`src/rtl/cu_id_decoder_if.sv`:
```
// Decode-request and decoded-result bundle between the CU sequencer and the ID decoder.
// The sequencer side is the master; the decoder side is the slave.
interface cu_id_decoder_if;
    logic        decode_start;
    logic        IDU_stall;
    logic [31:0] Cu_IR;
    logic        IDU_ready;
    logic [5:0]  Instruction_to_CU;
    logic [4:0]  Instruction_to_ALU;
    logic [31:0] imm;
    logic [4:0]  rd;
    logic [4:0]  rs1;
    logic [4:0]  rs2;
    logic [4:0]  shamt;
    logic [31:0] pc_increment;
    logic [1:0]  pipeline_override;
    logic        invalid_instruction;

    modport master (
        output decode_start, IDU_stall, Cu_IR,
        input  IDU_ready, Instruction_to_CU, Instruction_to_ALU, imm, rd, rs1, rs2,
               shamt, pc_increment, pipeline_override, invalid_instruction
    );

    modport slave (
        input  decode_start, IDU_stall, Cu_IR,
        output IDU_ready, Instruction_to_CU, Instruction_to_ALU, imm, rd, rs1, rs2,
               shamt, pc_increment, pipeline_override, invalid_instruction
    );
endinterface

```
`src/rtl/cu_id_decoder.sv`:
```
// Registered RV32I decoder: turns Cu_IR into CU/ALU codes, register selects and immediates,
// and flags RAW hazards against the register written by the previous accepted decode.
module cu_id_decoder (
    input logic           soc_clk,
    input logic           reset,
    cu_id_decoder_if.slave idu
);
    localparam logic [4:0] ALU_ADD  = 5'd0,  ALU_SUB  = 5'd1,  ALU_SLL  = 5'd2,  ALU_SLT  = 5'd3;
    localparam logic [4:0] ALU_SLTU = 5'd4,  ALU_XOR  = 5'd5,  ALU_SRL  = 5'd6,  ALU_SRA  = 5'd7;
    localparam logic [4:0] ALU_OR   = 5'd8,  ALU_AND  = 5'd9,  ALU_EQ   = 5'd10, ALU_NE   = 5'd11;
    localparam logic [4:0] ALU_LT   = 5'd12, ALU_GE   = 5'd13, ALU_LTU  = 5'd14, ALU_GEU  = 5'd15;
    localparam logic [4:0] ALU_PASS_B = 5'd16, ALU_NONE = 5'd31;

    logic [31:0] ir;
    logic [6:0]  opcode, funct7;
    logic [2:0]  funct3;
    logic [31:0] imm_i, imm_s, imm_b, imm_u, imm_j;

    logic [5:0]  d_id;
    logic [4:0]  d_alu, d_rd, d_rs1, d_rs2, d_shamt;
    logic [31:0] d_imm, d_pc;
    logic [1:0]  d_ovr;
    logic        d_inv, use_rd, use_rs1, use_rs2, use_shamt;

    logic        ready_q, inv_q;
    logic [5:0]  id_q;
    logic [4:0]  alu_q, rd_q, rs1_q, rs2_q, shamt_q, prev_rd;
    logic [31:0] imm_q, pc_q;
    logic [1:0]  ovr_q;
    logic        accept;

    assign ir     = idu.Cu_IR;
    assign opcode = ir[6:0];
    assign funct3 = ir[14:12];
    assign funct7 = ir[31:25];
    assign imm_i  = {{20{ir[31]}}, ir[31:20]};
    assign imm_s  = {{20{ir[31]}}, ir[31:25], ir[11:7]};
    assign imm_b  = {{19{ir[31]}}, ir[31], ir[7], ir[30:25], ir[11:8], 1'b0};
    assign imm_u  = {ir[31:12], 12'b0};
    assign imm_j  = {{11{ir[31]}}, ir[31], ir[19:12], ir[20], ir[30:21], 1'b0};
    assign accept = idu.decode_start & ~idu.IDU_stall;

    always_comb begin
        d_id = 6'd0; d_alu = ALU_NONE; d_imm = 32'd0; d_pc = 32'd4; d_inv = 1'b0;
        use_rd = 1'b0; use_rs1 = 1'b0; use_rs2 = 1'b0; use_shamt = 1'b0;
        if (ir[1:0] != 2'b11) begin
            d_inv = 1'b1;
        end else begin
            case (opcode)
                7'b0110111: begin d_id = 6'd1; d_alu = ALU_PASS_B; d_imm = imm_u; use_rd = 1'b1; end
                7'b0010111: begin d_id = 6'd2; d_alu = ALU_ADD; d_imm = imm_u; use_rd = 1'b1; end
                7'b1101111: begin
                    d_id = 6'd3; d_alu = ALU_ADD; d_imm = imm_j; d_pc = imm_j; use_rd = 1'b1;
                end
                7'b1100111: begin
                    d_id = 6'd4; d_alu = ALU_ADD; d_imm = imm_i; use_rd = 1'b1; use_rs1 = 1'b1;
                    d_inv = (funct3 != 3'b000);
                end
                7'b1100011: begin
                    d_imm = imm_b; d_pc = imm_b; use_rs1 = 1'b1; use_rs2 = 1'b1;
                    case (funct3)
                        3'b000:  begin d_id = 6'd5;  d_alu = ALU_EQ;  end
                        3'b001:  begin d_id = 6'd6;  d_alu = ALU_NE;  end
                        3'b100:  begin d_id = 6'd7;  d_alu = ALU_LT;  end
                        3'b101:  begin d_id = 6'd8;  d_alu = ALU_GE;  end
                        3'b110:  begin d_id = 6'd9;  d_alu = ALU_LTU; end
                        3'b111:  begin d_id = 6'd10; d_alu = ALU_GEU; end
                        default: d_inv = 1'b1;
                    endcase
                end
                7'b0000011: begin
                    d_alu = ALU_ADD; d_imm = imm_i; use_rd = 1'b1; use_rs1 = 1'b1;
                    case (funct3)
                        3'b000:  d_id = 6'd11;
                        3'b001:  d_id = 6'd12;
                        3'b010:  d_id = 6'd13;
                        3'b100:  d_id = 6'd14;
                        3'b101:  d_id = 6'd15;
                        default: d_inv = 1'b1;
                    endcase
                end
                7'b0100011: begin
                    d_alu = ALU_ADD; d_imm = imm_s; use_rs1 = 1'b1; use_rs2 = 1'b1;
                    case (funct3)
                        3'b000:  d_id = 6'd16;
                        3'b001:  d_id = 6'd17;
                        3'b010:  d_id = 6'd18;
                        default: d_inv = 1'b1;
                    endcase
                end
                7'b0010011: begin
                    d_imm = imm_i; use_rd = 1'b1; use_rs1 = 1'b1;
                    case (funct3)
                        3'b000: begin d_id = 6'd19; d_alu = ALU_ADD;  end
                        3'b010: begin d_id = 6'd20; d_alu = ALU_SLT;  end
                        3'b011: begin d_id = 6'd21; d_alu = ALU_SLTU; end
                        3'b100: begin d_id = 6'd22; d_alu = ALU_XOR;  end
                        3'b110: begin d_id = 6'd23; d_alu = ALU_OR;   end
                        3'b111: begin d_id = 6'd24; d_alu = ALU_AND;  end
                        3'b001: begin
                            d_id = 6'd25; d_alu = ALU_SLL; use_shamt = 1'b1;
                            d_inv = (funct7 != 7'b0000000);
                        end
                        default: begin
                            use_shamt = 1'b1;
                            if (funct7 == 7'b0000000)      begin d_id = 6'd26; d_alu = ALU_SRL; end
                            else if (funct7 == 7'b0100000) begin d_id = 6'd27; d_alu = ALU_SRA; end
                            else                           d_inv = 1'b1;
                        end
                    endcase
                end
                7'b0110011: begin
                    use_rd = 1'b1; use_rs1 = 1'b1; use_rs2 = 1'b1;
                    case ({funct7, funct3})
                        {7'b0000000, 3'b000}: begin d_id = 6'd28; d_alu = ALU_ADD;  end
                        {7'b0100000, 3'b000}: begin d_id = 6'd29; d_alu = ALU_SUB;  end
                        {7'b0000000, 3'b001}: begin d_id = 6'd30; d_alu = ALU_SLL;  end
                        {7'b0000000, 3'b010}: begin d_id = 6'd31; d_alu = ALU_SLT;  end
                        {7'b0000000, 3'b011}: begin d_id = 6'd32; d_alu = ALU_SLTU; end
                        {7'b0000000, 3'b100}: begin d_id = 6'd33; d_alu = ALU_XOR;  end
                        {7'b0000000, 3'b101}: begin d_id = 6'd34; d_alu = ALU_SRL;  end
                        {7'b0100000, 3'b101}: begin d_id = 6'd35; d_alu = ALU_SRA;  end
                        {7'b0000000, 3'b110}: begin d_id = 6'd36; d_alu = ALU_OR;   end
                        {7'b0000000, 3'b111}: begin d_id = 6'd37; d_alu = ALU_AND;  end
                        default:              d_inv = 1'b1;
                    endcase
                end
                7'b0001111: begin d_id = 6'd38; d_inv = (funct3 != 3'b000); end
                7'b1110011: begin
                    if (ir == 32'h0000_0073)      d_id = 6'd39;
                    else if (ir == 32'h0010_0073) d_id = 6'd40;
                    else                          d_inv = 1'b1;
                end
                default: d_inv = 1'b1;
            endcase
        end
        // An illegal encoding collapses to the reset-like output pattern.
        if (d_inv) begin
            d_id = 6'd0; d_alu = ALU_NONE; d_imm = 32'd0; d_pc = 32'd4;
            use_rd = 1'b0; use_rs1 = 1'b0; use_rs2 = 1'b0; use_shamt = 1'b0;
        end
        d_rd     = use_rd    ? ir[11:7]  : 5'd0;
        d_rs1    = use_rs1   ? ir[19:15] : 5'd0;
        d_rs2    = use_rs2   ? ir[24:20] : 5'd0;
        d_shamt  = use_shamt ? ir[24:20] : 5'd0;
        d_ovr[0] = (d_rs1 != 5'd0) && (d_rs1 == prev_rd);
        d_ovr[1] = (d_rs2 != 5'd0) && (d_rs2 == prev_rd);
    end

    always_ff @(posedge soc_clk or negedge reset) begin
        if (!reset) begin
            ready_q <= 1'b0; id_q <= 6'd0; alu_q <= ALU_NONE; imm_q <= 32'd0;
            rd_q <= 5'd0; rs1_q <= 5'd0; rs2_q <= 5'd0; shamt_q <= 5'd0;
            pc_q <= 32'd4; ovr_q <= 2'b00; inv_q <= 1'b0; prev_rd <= 5'd0;
        end else begin
            ready_q <= accept;
            if (accept) begin
                id_q <= d_id; alu_q <= d_alu; imm_q <= d_imm;
                rd_q <= d_rd; rs1_q <= d_rs1; rs2_q <= d_rs2; shamt_q <= d_shamt;
                pc_q <= d_pc; ovr_q <= d_ovr; inv_q <= d_inv; prev_rd <= d_rd;
            end
        end
    end

    assign idu.IDU_ready           = ready_q & ~idu.IDU_stall;
    assign idu.Instruction_to_CU   = id_q;
    assign idu.Instruction_to_ALU  = alu_q;
    assign idu.imm                 = imm_q;
    assign idu.rd                  = rd_q;
    assign idu.rs1                 = rs1_q;
    assign idu.rs2                 = rs2_q;
    assign idu.shamt               = shamt_q;
    assign idu.pc_increment        = pc_q;
    assign idu.pipeline_override   = ovr_q;
    assign idu.invalid_instruction = inv_q;
endmodule

```
`src/flat_wrapper.sv`:
```
// flat-port wrapper written by rule: the top's interface ports become plain ports
module cu_id_decoder_flat 
  (soc_clk, reset, idu_decode_start, idu_IDU_stall, idu_Cu_IR, idu_IDU_ready, idu_Instruction_to_CU, idu_Instruction_to_ALU, idu_imm, idu_rd, idu_rs1, idu_rs2, idu_shamt, idu_pc_increment, idu_pipeline_override, idu_invalid_instruction);
  cu_id_decoder_if idu_i ();
  input logic soc_clk;
  input logic reset;
  input wire logic [$bits(idu_i.decode_start)-1:0] idu_decode_start;
  input wire logic [$bits(idu_i.IDU_stall)-1:0] idu_IDU_stall;
  input wire logic [$bits(idu_i.Cu_IR)-1:0] idu_Cu_IR;
  output wire logic [$bits(idu_i.IDU_ready)-1:0] idu_IDU_ready;
  output wire logic [$bits(idu_i.Instruction_to_CU)-1:0] idu_Instruction_to_CU;
  output wire logic [$bits(idu_i.Instruction_to_ALU)-1:0] idu_Instruction_to_ALU;
  output wire logic [$bits(idu_i.imm)-1:0] idu_imm;
  output wire logic [$bits(idu_i.rd)-1:0] idu_rd;
  output wire logic [$bits(idu_i.rs1)-1:0] idu_rs1;
  output wire logic [$bits(idu_i.rs2)-1:0] idu_rs2;
  output wire logic [$bits(idu_i.shamt)-1:0] idu_shamt;
  output wire logic [$bits(idu_i.pc_increment)-1:0] idu_pc_increment;
  output wire logic [$bits(idu_i.pipeline_override)-1:0] idu_pipeline_override;
  output wire logic [$bits(idu_i.invalid_instruction)-1:0] idu_invalid_instruction;
  assign idu_i.decode_start = idu_decode_start;
  assign idu_i.IDU_stall = idu_IDU_stall;
  assign idu_i.Cu_IR = idu_Cu_IR;
  assign idu_IDU_ready = idu_i.IDU_ready;
  assign idu_Instruction_to_CU = idu_i.Instruction_to_CU;
  assign idu_Instruction_to_ALU = idu_i.Instruction_to_ALU;
  assign idu_imm = idu_i.imm;
  assign idu_rd = idu_i.rd;
  assign idu_rs1 = idu_i.rs1;
  assign idu_rs2 = idu_i.rs2;
  assign idu_shamt = idu_i.shamt;
  assign idu_pc_increment = idu_i.pc_increment;
  assign idu_pipeline_override = idu_i.pipeline_override;
  assign idu_invalid_instruction = idu_i.invalid_instruction;
  cu_id_decoder u_core (.soc_clk(soc_clk), .reset(reset), .idu(idu_i));
endmodule
```
`config.mk`:
```
export PLATFORM = sky130hd
export DESIGN_NAME = cu_id_decoder_flat
export DESIGN_NICKNAME = d
export VERILOG_FILES = /design/src/rtl/cu_id_decoder_if.sv /design/src/rtl/cu_id_decoder.sv /design/src/flat_wrapper.sv
export SDC_FILE = /design/constraint.sdc
export NUM_CORES = 1
export LEC_CHECK = 0
export CAP_MARGIN = 15
export CORE_MARGIN = 1
export CORE_UTILIZATION = 30
export CTS_BUF_LIST = sky130_fd_sc_hd__clkbuf_8 sky130_fd_sc_hd__clkbuf_16
export DETAILED_ROUTE_END_ITERATION = 12
export DONT_BUFFER_PORTS = 1
export PLACE_DENSITY = 0.5
export SYNTH_ARGS = -nofsm -noshare
export SYNTH_HDL_FRONTEND = slang
export SYNTH_SLANG_ARGS = --single-unit
```
`constraint.sdc`:
```
create_clock -name soc_clk -period 1.5 [get_ports soc_clk]
set_input_delay 0.075 -clock soc_clk [delete_from_list [all_inputs] [get_ports soc_clk]]
set_output_delay 0.075 -clock soc_clk [all_outputs]
set_load 0.02 [all_outputs]
```
==> After elaboration in Yosys (flattened, before gate mapping) <==
Index checks and enable logic that the tools add are counted.
{ "word_totals": {"reg_bits": 99, "wordCells": 123, "output_inout_bits": 99} }
{ "op_classes": {"reduce_logical": 22, "muxes": 54, "n_bitwise": 3, "eq_ne": 33} }
{ "op_table": {"columns": ["cell", "n"], "rows": [
  ["$pmux W32 S5", 1],
  ["$mux W32", 4],
  ["$pmux W6 S11", 1],
  ["$pmux W32 S2", 1],
  ["$pmux W6 S10", 1],
  ["$pmux W5 S10", 1],
  ["$mux W5", 9],
  ["$pmux W6 S7", 1],
  ["$eq A10 B3 Y1 const B", 4],
  ["$pmux W5 S7", 1],
  ["$eq A32 B21 Y1 const B", 1],
  ["$eq A32 B7 Y1 const B", 1],
  ["$mux W6", 5],
  ["$pmux W5 S6", 1],
  ["$eq A7 B6 Y1 const B", 4],
  ["$eq A7 B7 Y1 const B", 4],
  ["$pmux W5 S5", 1],
  ["$pmux W4 S6", 1],
  ["$mux W1", 22],
  ["$eq A10 B2 Y1 const B", 2],
  ["$eq A10 B9 Y1 const B", 2],
  ["$pmux W4 S5", 1],
  ["$reduce_or A6 Y1", 3],
  ["$pmux W5 S3", 1],
  ["25 further kinds", 39]
]} }

==> Logic depth before layout (Yosys ltp) <==
{ "logic_depth": {"word_depth": 10, "ltp_mapped": 9, "depth_no_buf": 6} }

==> Worst setup path after synthesis <==
Ideal clock, no wire load.
{ "synth_timing": {"kind": "input -> register", "start": "input idu_Cu_IR[6]", "end": "register u_core.pc_q[11] (netlist: u_core.idu.pc_increment[11])", "cell_stages": 9, "path_slack_ns": -0.383, "required_ns": 1.355, "path_buffers": 3, "arrival_time_ns": 1.738, "path_cell_list": "buf_2 or3b_1 nor2_1 nand2_1 o22ai_1 or2_1 buf_6 buf_6 o31ai_2"} }
{ "synth_via": {"elab_chain_cells": 6, "elab_cells_between_ends": 22, "cone_classes": "13 x eq/ne; 7 x mux; 2 x reduce/logical"} }
{ "synth_lines": {"columns": ["item", "line", "rtl"], "rows": [
  ["start, declared", "flat_wrapper.sv:9", "input wire logic [$bits(idu_i.Cu_IR)-1:0] idu_Cu_IR;"],
  ["$eq A32 B21 Y1", "cu_id_decoder.sv:131", "else if (ir == 32'h0010_0073) d_id = 6'd40;"],
  ["$mux W1", "cu_id_decoder.sv:131", null],
  ["$mux W1", "cu_id_decoder.sv:130", "if (ir == 32'h0000_0073) d_id = 6'd39;"],
  ["$pmux W1 S8", "cu_id_decoder.sv:49", "case (opcode)"],
  ["$mux W1", "cu_id_decoder.sv:46", "if (ir[1:0] != 2'b11) begin"],
  ["$mux W32 *", "cu_id_decoder.sv:138", "if (d_inv) begin"],
  ["end signal, assigned", "cu_id_decoder.sv:160", "pc_q <= d_pc; ovr_q <= d_ovr; inv_q <= d_inv; prev_rd <= d_rd;"],
  ["end, declared", "cu_id_decoder.sv:28", "logic [31:0] imm_q, pc_q;"]
]} }
Mark *: on every way between the ends. The rest lies on a longest branch, timed or not.
A chain may end at the register's enable or synchronous reset.

==> Final worst setup path <==
{ "layout_timing": {"start": "input idu_Cu_IR[28]", "end": "register u_core.imm_q[6] (netlist: u_core.idu.imm[6])"} }
{ "layout_via": {"elab_chain_cells": 7, "elab_cells_between_ends": 25, "cone_classes": "12 x eq/ne; 9 x mux; 4 x reduce/logical"} }
{ "layout_lines": {"columns": ["item", "line", "rtl"], "rows": [
  ["$eq A7 B6 Y1", "cu_id_decoder.sv:107", "else if (funct7 == 7'b0100000) begin d_id = 6'd27; d_alu = ALU_SRA; end"],
  ["$mux W1", "cu_id_decoder.sv:107", null],
  ["$mux W1", "cu_id_decoder.sv:106", "if (funct7 == 7'b0000000) begin d_id = 6'd26; d_alu = ALU_SRL; end"],
  ["$pmux W1 S2", "cu_id_decoder.sv:93", "case (funct3)"],
  ["$pmux W1 S8 *", "cu_id_decoder.sv:49", null],
  ["$mux W1 *", "cu_id_decoder.sv:46", null],
  ["$mux W32 *", "cu_id_decoder.sv:138", null],
  ["end signal, assigned", "cu_id_decoder.sv:158", "id_q <= d_id; alu_q <= d_alu; imm_q <= d_imm;"],
  ["end, declared", "cu_id_decoder.sv:28", null]
]} }
Marks and branches as above.

==> impl_metrics.csv <==
group,metric,value,unit
status,status,"finished with violations",
status,violations,"negative hold slack, negative setup slack",
clock_network,path_clk_slew,0.06,ns
power_and_ir_drop,p_clk_frac,0.453,
clock_network,clockRootBuffer,"clkbuf_16",
logic_synthesis,yosys.area_share.simple,0.202,
sta,hold_viol,87,
detailed_routing,ant_nets,0,
setup_path,slowest_delay,0.33,ns
setup_path,endpoint_kind,"register",
placement,postPlaceCellArea,5890,µm²
logic_synthesis,syn_nets,625,
grt,overflow,0,
detailed_routing,routed_wl,19600,µm
finish,utilization,0.403,
setup_path,critPathBufInv,2,
setup_path,critPathLaunch,"idu_Cu_IR[28]",
logic_synthesis,synthTopCellsByArea,"dfrtp_1, nand2_1, o31ai_2, o31ai_1, a21oi_1",
grt,first_global_vias,5095,
logic_synthesis,muxShareOfSynthArea,0.00387,
finish,fin_area,6720,µm²
power_and_ir_drop,power,5.48,mW
finish,diodes,0,
clock_network,cts_tree,"done",
logic_synthesis,ys_types,68,
sta,fin_crit_sh,1.13,
setup_path,worst_path_max_delay_cell,"nor4_4",
clock_network,cts_buffer_depth,2,
placement,dp.cells,830,
logic_synthesis,ys_ff_latch,87,
grt,grt_usage,0.221,
power_and_ir_drop,p_per_area,814,nW/µm²
sta,layout_min_cycle_time,1.70,ns
logic_synthesis,synth_compound_area_frac,0.282,
setup_path,reg2regPathDepth,3,
setup_path,rr_endpoint,"u_core.idu.pipeline_override[0]",
logic_synthesis,synth_most_common_cell,"nand2_1",
logic_synthesis,syn_area,5170,µm²
floorplanning,fp-row-count,47,
sta,finalClockSkew,0.00442,ns
setup_path,cp_cell_sequence,"nor4_4 > buf_4 > nand2_4 > a221oi_4 > o221ai_2 > or2_4 > clkbuf_16 > o31ai_2",
sta,slew_headroom,0.631,
detailed_routing,firstDrtPassIters,5,
hold_path,hold_path_class,"in2async",
detailed_routing,vias,4951,
logic_synthesis,synth_top_area_frac,0.392,
clock_network,cts.sinks,87,
power_and_ir_drop,cellLeakagePower,2.72,nW
floorplanning,die_w,133,µm
setup_path,regToRegSetupSlack,0.06,ns
logic_synthesis,synthFlopType,"dfrtp_1",
setup_path,path_class,"in2reg",
logic_synthesis,synthAdderAreaFrac,0,
logic_synthesis,avgSynthCellArea,8.78,µm²
power_and_ir_drop,combPwrFrac,0.111,
setup_path,cp.arrival,1.95,ns
run,maxCapViolations,0,
setup_path,worstPathRequired,1.75,ns
power_and_ir_drop,netSwitchingPower,1.35,mW
floorplanning,die_y,133,µm
logic_synthesis,synth_top_family_by_area,"compound AO/OA/AOI/OAI gates",
placement,place.gp.congestion,0.911,
grt,antenna_found_initial,0,
logic_synthesis,synthArstFlopShare,1.00,
floorplanning,num_io_pins,135,
power_and_ir_drop,switching_share,0.247,
floorplanning,core_region_area,16700,µm²
logic_synthesis,synth_edf_count,0,
power_and_ir_drop,p_seq_frac,0.436,
setup_path,r2r-start,"u_core.idu.rd[4]",
setup_path,cp-start-kind,"input pin",
finish,finalNonFillerCells,876,
placement,place.port_buffers,0,
finish,drive_above_1_share,0.287,
clock_network,htree_num_levels,3,
clock_network,insertion_delay,0.35,ns
detailed_routing,drt_iter0_markers,375,
power_and_ir_drop,internal_power,4.12,mW
setup_path,crit_family,"compound AO/OA/AOI/OAI gates",
logic_synthesis,ys_seq_area_frac,0.422,
logic_synthesis,yosysWarnings,0,
detailed_routing,avgViaCountPerCell,5.65,
finish,syn2layout_area_growth,30.0,%
sta,rsz0062_at_grt,"true",
sta,setup_tns,-10.16,ns
logic_synthesis,synthTopCellsByCount,"nand2_1, dfrtp_1, a21oi_1",
sta,tightest_slew,0.552,ns
setup_path,crit_fanout,15,
detailed_routing,wl_per_cell,22.3,µm
grt,grt_pass1_wl,30000,µm
finish,num-nets-final,687,
logic_synthesis,synth_top_cell_by_area,"dfrtp_1",
sta,setup_viol,72,
floorplanning,dieArea,17800,µm²
logic_synthesis,syn_inst,589,
sta,maxSlewViolCount,0,
sta,max_freq,588,MHz
floorplanning,start_util,0.310,
sta,setup_slack,-0.200,ns
logic_synthesis,synthXorXnorAreaFrac,0.0169,
clock_network,postCtsHoldBufs,27,
clock_network,cts_buffers,9,
sta,whs,-0.577,ns
placement,hpwl,13600,µm
power_and_ir_drop,ir_drop,0.000394,V
placement,pre_cts_ws,-0.707,ns
grt,grt_max_degree,88,
detailed_routing,drcViolationCount,0,
==> flip-flops by register name, summed over array words and instances, names as in the netlist, 2 cells and up <==
name                           cells
u_core.idu.rs2                     5
u_core.idu.shamt                   5
u_core.idu.imm                    32
u_core.idu.rd                      5
u_core.idu.pc_increment           20
u_core.idu.pipeline_override       2
u_core.idu.Instruction_to_CU       6
u_core.idu.rs1                     5
u_core.idu.Instruction_to_ALU      5
==> worst max-delay path by stage <==
stage | end | slack (ns) | cells after the start
after floorplan | u_core.idu.rd[0] | -0.33 | 8
after detailed placement | u_core.idu.imm[29] | -0.71 | 8
after global placement | u_core.idu.imm[6] | -0.62 | 8
final | u_core.idu.imm[6] | -0.20 | 8
after global routing | u_core.idu.rs1[3] | -0.27 | 8
after CTS | u_core.idu.imm[6] | -0.18 | 8
==> what timing repair did <==
item                                    in CTS  in global routing
endpoints found under the setup margin      72                 79
cloned                                       0                  1
buffers inserted                             2                  0
resized for setup                           18                 27
endpoints found under the hold margin      153                 87
pin swaps                                    5                  2
==> routing by layer <==
layer  track usage  share of wire
met1         0.275           0.42
met2         0.373           0.49
met3        0.0540          0.066
met4        0.0726          0.024
met5             0              0
==> kinds of logic after synthesis <==
family	Yosys count
AOI/OAI and AO/OA	195
xor gates and xnor gates	10
buffers and inverters	68
DFF	87
muxes	2
other	1
and+or+nand+nor	226
==> power by group through the flow <==
stage	Sequential [mW]	Clock, mW	Combinational, mW
2_1_floorplan	2.43	0	0.363
3_3_place_gp	2.43	0	0.476
3_5_place_dp	2.43	0	0.480
4_1_cts	2.39	2.50	0.583
5_1_grt	2.39	2.59	0.654
6_report	2.39	2.48	0.608
==> cell type report <==
cell class / count / area, µm²
clock buffers: 10 / 239
clock inverters: 6 / 85.1
fillers: 1681 / 9980
inverters: 9 / 33.8
multi-input cells: 434 / 2910
flip-flops and latches: 87 / 2190
well taps: 220 / 275
repair buffers: 110 / 997
==> cell usage in the layout (no fill, tap or decap), types with 10 or more instances in the layout <==
cell,synthesis,final
dfrtp_1,81,80
buf_4,13,73
nor2_1,41,37
o21ai_0,19,15
o31ai_2,25,49
dlygate4sd3_1,0,27
nor3_1,12,10
o31ai_1,40,15
clkbuf_16,0,10
nand2_1,115,114
a21oi_1,51,51
Power figures use the tool's default switching activity.
